### config.mk
export PLATFORM = sky130hd
export DESIGN_NAME = irq_controller_flat
export DESIGN_NICKNAME = d
export VERILOG_FILES = /design/src/rtl/irq_controller_if.sv /design/src/rtl/irq_controller.sv /design/src/flat_wrapper.sv
export SDC_FILE = /design/constraint.sdc
export NUM_CORES = 1
export LEC_CHECK = 0
export CORE_MARGIN = 2
export CORE_UTILIZATION = 35
export DETAILED_ROUTE_END_ITERATION = 10
export GPL_TIMING_DRIVEN = 0
export PLACE_DENSITY = 0.66
export SETUP_SLACK_MARGIN = 0.15
export SYNTH_ARGS = -nofsm -noshare
export SYNTH_HDL_FRONTEND = slang
export SYNTH_SLANG_ARGS = --single-unit
### constraint.sdc
create_clock -name clk -period 1.4 [get_ports clk]
set_input_delay 0.21 -clock clk [delete_from_list [all_inputs] [get_ports clk]]
set_output_delay 0.21 -clock clk [all_outputs]
set_load 0.02 [all_outputs]
### src/rtl/irq_controller_if.sv
// CPU bus bundle for the interrupt controller: chip select, read/write,
// register address, write data and combinational read data.
interface irq_controller_if;
    logic       cs;
    logic       rw;
    logic [2:0] addr;
    logic [7:0] data_in;
    logic [7:0] data_out;

    modport master (output cs, rw, addr, data_in, input data_out);
    modport slave  (input cs, rw, addr, data_in, output data_out);
endinterface

### src/rtl/irq_controller.sv
// Programmable interrupt controller: synchronizes NUM_SRC sources, applies
// polarity and edge/level detection, latches pending bits and drives irq_n.
module irq_controller #(
    parameter int unsigned NUM_SRC = 8
) (
    input  logic                 clk,
    input  logic                 rst_n,
    irq_controller_if.slave      bus,
    input  logic [NUM_SRC-1:0]   irq_src,
    output logic                 irq_n
);

    // Register bits at and above NUM_SRC are forced to zero everywhere.
    localparam logic [7:0] VALID = 8'((16'd1 << NUM_SRC) - 16'd1);

    logic [7:0] s1_q, s1_d;
    logic [7:0] s2_q, s2_d;
    logic [7:0] hist_q, hist_d;
    logic [7:0] mask_q, mask_d;
    logic [7:0] edge_q, edge_d;
    logic [7:0] pol_q, pol_d;
    logic [7:0] pend_q, pend_d;
    logic       irq_n_q, irq_n_d;

    logic [7:0] src_ext;
    logic [7:0] act;
    logic [7:0] clr;
    logic [7:0] active;
    logic [7:0] vector;
    logic       wr;
    logic       found;

    always_comb begin
        src_ext                = '0;
        src_ext[NUM_SRC-1:0]   = irq_src;
        wr                     = bus.cs && !bus.rw;
        act                    = (s2_q ^ pol_q) & VALID;
        clr                    = (wr && bus.addr == 3'd0) ? bus.data_in : '0;

        s1_d   = src_ext & VALID;
        s2_d   = s1_q;
        hist_d = act;

        // Edge bits: set beats clear; level bits follow act and ignore W1C.
        pend_d = ((edge_q & ((pend_q & ~clr) | (act & ~hist_q))) |
                  (~edge_q & act)) & VALID;

        mask_d = (wr && bus.addr == 3'd1) ? (bus.data_in & VALID) : mask_q;
        edge_d = (wr && bus.addr == 3'd2) ? (bus.data_in & VALID) : edge_q;
        pol_d  = (wr && bus.addr == 3'd3) ? (bus.data_in & VALID) : pol_q;

        active  = pend_q & mask_q;
        irq_n_d = ~|active;
    end

    always_comb begin
        vector = 8'h80;
        found  = 1'b0;
        for (int unsigned i = 0; i < 8; i++) begin
            if (active[i] && !found) begin
                vector = {5'b0, 3'(i)};
                found  = 1'b1;
            end
        end
    end

    always_comb begin
        bus.data_out = '0;
        unique case (bus.addr)
            3'd0:    bus.data_out = pend_q;
            3'd1:    bus.data_out = mask_q;
            3'd2:    bus.data_out = edge_q;
            3'd3:    bus.data_out = pol_q;
            3'd4:    bus.data_out = vector;
            3'd5:    bus.data_out = act;
            default: bus.data_out = '0;
        endcase
    end

    always_ff @(posedge clk or negedge rst_n) begin
        if (!rst_n) begin
            s1_q    <= '0;
            s2_q    <= '0;
            hist_q  <= '0;
            mask_q  <= '0;
            edge_q  <= VALID;
            pol_q   <= '0;
            pend_q  <= '0;
            irq_n_q <= 1'b1;
        end else begin
            s1_q    <= s1_d;
            s2_q    <= s2_d;
            hist_q  <= hist_d;
            mask_q  <= mask_d;
            edge_q  <= edge_d;
            pol_q   <= pol_d;
            pend_q  <= pend_d;
            irq_n_q <= irq_n_d;
        end
    end

    assign irq_n = irq_n_q;

endmodule

### src/flat_wrapper.sv
// flat-port wrapper written by rule: the top's interface ports become plain ports
module irq_controller_flat 
#(
    parameter int unsigned NUM_SRC = 8
)
  (clk, rst_n, irq_src, irq_n, bus_cs, bus_rw, bus_addr, bus_data_in, bus_data_out);
  irq_controller_if bus_i ();
  input  logic clk;
  input  logic rst_n;
  input  logic [NUM_SRC-1:0] irq_src;
  output logic irq_n;
  input wire logic [$bits(bus_i.cs)-1:0] bus_cs;
  input wire logic [$bits(bus_i.rw)-1:0] bus_rw;
  input wire logic [$bits(bus_i.addr)-1:0] bus_addr;
  input wire logic [$bits(bus_i.data_in)-1:0] bus_data_in;
  output wire logic [$bits(bus_i.data_out)-1:0] bus_data_out;
  assign bus_i.cs = bus_cs;
  assign bus_i.rw = bus_rw;
  assign bus_i.addr = bus_addr;
  assign bus_i.data_in = bus_data_in;
  assign bus_data_out = bus_i.data_out;
  irq_controller #(.NUM_SRC(NUM_SRC)) u_core (.clk(clk), .rst_n(rst_n), .bus(bus_i), .irq_src(irq_src), .irq_n(irq_n));
endmodule
==> results.json <==
{
  "outcome": "complete, but fails checks",
  "violations": "negative setup slack",
  "period_minus_slack_ns": 1.873,
  "cts.path.max_buffers": 2,
  "setup_viol": 8,
  "core_area_mm2": 0.006907,
  "slowest_stage": "dfrtp_1",
  "port_buffers": 29,
  "insertedDiodeCount": 0,
  "clk_latency_ns": 0.33,
  "synth_edf_count": 0,
  "drc": 0,
  "area_growth_pct": 34.92,
  "dr.pass1.iters": 5,
  "synth_area_leaders": "dfrtp_1 47%, mux2_2 13%, dfstp_2 9.3%",
  "synth_nets": 214,
  "synthCells": 191,
  "internal_power_mw": 3.650,
  "clkPwrFrac_pct": 25.6,
  "crit_fanout": 3,
  "nFillCells": 636,
  "ir_worst_vdd_mv": 0.5240,
  "cp.required_ns": 1.19,
  "ioPinCount": 32,
  "combPwrFrac_pct": 28.4,
  "grt_max_degree": 42,
  "switching_share_pct": 29.68,
  "synth_area_mm2": 0.002530,
  "final_util_pct": 49.42,
  "skew_ns": 0.004175,
  "ys_seq_area_share_pct": 56.82,
  "seqPwrFrac_pct": 46.0,
  "cts_max_level": 3,
  "cts.sinks": 57,
  "holdCritPathClass": "in2reg",
  "maxSlewHeadroom_pct": 73.33,
  "synth_area_leader_cell": "dfrtp_1",
  "rsz0062_at_grt": "true",
  "grt_pass1_wl_um": 9045,
  "max_stage_delay_ns": 0.41,
  "row_count": 30,
  "cap_violations": 0,
  "worstPathBufferInverterCount": 1,
  "routedWlPerCell_um": 15.61,
  "globalplace.congestion": 0.8840,
  "yosys-top-cells-count": "48 x dfrtp_1, 29 x mux2_2, 21 x nand2_1, 9 x dfstp_2",
  "critPathKind": "reg2out",
  "total_power_mw": 5.191,
  "drv_slew": 0,
  "critPathCaptureType": "output pin",
  "synth_most_common_cell": "dfrtp_1",
  "drive_gt1_share_pct": 47.62,
  "drt_iter0_drc": 141,
  "cp_top_family": "flip-flops",
  "critPathArrivalTime_ns": 1.66,
  "ys_seq_elements": 57,
  "ys_async_sr_fraction_pct": 100.0,
  "drtAntennaViolNets": 0,
  "powerDensity_mw_per_mm2": 1521,
  "drt-vias-per-instance": 5.009,
  "yosys_warnings": 0,
  "die_w_um": 89.02,
  "overflow": 0,
  "worstMarginPinSlew_ns": 0.4001,
  "holdPathStages": 1,
  "fmax_mhz": 533.9,
  "die_area_mm2": 0.007925,
  "hold_viol": 0,
  "track_usage_pct": 15.52,
  "worst-path-stages": 4,
  "critPathLaunchType": "register",
  "layout_setup_ws_ns": -0.4729,
  "wl_um": 5434,
  "reg2reg_depth": 3,
  "yosysUniqueCellTypes": 38,
  "synth-main-ff-cell": "dfrtp_1",
  "cts-root-buf": "clkbuf_8",
  "synth_top_area_share_pct": 47.48,
  "antenna_found_initial": 0,
  "cts_tree": "built",
  "fin_nets": 270,
  "crit_chain": "xor2_2, mux2_4, a221o_1, buf_6",
  "p_sw_mw": 1.541,
  "dp_hpwl_um": 3648,
  "synth.avg_cell_area_um2": 13.25,
  "cts_buffers": 9,
  "clkTransAtPathRegs_ns": 0.06,
  "grt_pass1_vias": 1778,
  "cellLeakagePower_nw": 1.436,
  "start_util_pct": 36.63,
  "dieHeight_um": 89.02,
  "vias": 1743,
  "period_share_pct": 133.8
}
logic make-up after synthesis:
group	Yosys count	share of synthesized area, %
simple gates	47	10.19
compound gates	34	10.48
flops	57	56.82
xor+xnor	8	2.770
buf+inv	11	3.165
mux	34	16.57
power by group through the flow:
stage               Clock (mW)  Combinational, mW  Sequential [mW]
floorplan                    0              0.856             2.33
CTS                       1.38               1.40             2.37
detailed placement           0               1.23             2.41
global route              1.49               1.60             2.44
finish                    1.33               1.47             2.39
global placement             0               1.20             2.39
worst register-to-register path: cells and delay by family, from the launching register on:
kind                      cells  cell delay (ns)
buffers and inverters         1             0.14
DFF                           1             0.42
xor gates and xnor gates      1             0.20
AOI/OAI and AO/OA             1             0.20
through the flow:
stage	TNS [ns]	setup slack, ns	area (µm²)	hold WS (ns)	instances
after floorplan	0	0.009304	2613	-0.08559	191
after global placement	-105.81	-1.628	3023	0.3325	316
after detailed placement	-20.14	-1.242	3038	0.1662	317
after CTS	-2.946	-0.5141	3349	0.3020	345
after global routing	-3.399	-0.5477	3413	0.3060	348
final	-2.832	-0.4729	3413	0.3177	348
layout make-up:
class / count / area [µm²] / area share [%]
Inverter: 3 / 11.26 / 0.3299
Tap cell: 96 / 120.1 / 3.519
Timing Repair Buffer: 45 / 421.7 / 12.35
Clock buffer: 16 / 170.2 / 4.985
Buffer: 8 / 83.83 / 2.456
Multi-Input combinational cell: 123 / 1165 / 34.13
Sequential cell: 57 / 1441 / 42.23
timing repair:
action | CTS | global route
buffers inserted | 11 | 3
gates cloned | 0 | 0
endpoints found under the setup margin | 41 | 8
hold endpoints to repair | 13 | 0
pin swaps | 9 | 8
hold buffers | 1 | 0
resized for setup | 66 | 11
flip-flops by register name (all words and copies together), names as in the netlist:
signal,count
u_core.pend_q,8
u_core.hist_q,8
u_core.mask_q,8
u_core.pol_q,8
u_core.s1_q,8
u_core.s2_q,8
u_core.edge_q,8
u_core.irq_n,1
layer usage:
metal	vias to the layer above	wire length, µm	track usage (%)
li1	817	-	-
met1	870	2481	21.68
met5	-	0	0
met2	50	2507	23.00
met4	0	72	5.292
met3	6	373	4.894
worst paths after layout:
kind	startpoint	to	slack (ns)
worst max-delay path	u_core.pol_q[7]	bus_data_out[7]	-0.47
worst max register to register	u_core.pol_q[6]	u_core.pend_q[6]	0.34
worst min-delay path	irq_src[4]	u_core.s1_q[4]	0.32
min in group asynchronous	rst_n	u_core.pol_q[3]	0.34
max in group asynchronous	rst_n	u_core.edge_q[6]	0.45
worst min register to register	u_core.s1_q[2]	u_core.s2_q[2]	0.35
layout by cell type, fill, tap and decap left out, drive strengths merged, types with 3 or more instances in the layout:
cell type	instances
a21oi	3
a22oi	7
a32o	8
and3	3
buf	32
clkbuf	17
clkdlybuf4s50	16
dfrtp	48
dfstp	9
dlygate4sd2	3
inv	3
mux2	30
mux4	3
nand2	22
nand2b	4
nand3	6
nor2	6
nor3b	3
o21ai	4
xor2	8
Power figures use the tool's default switching activity.
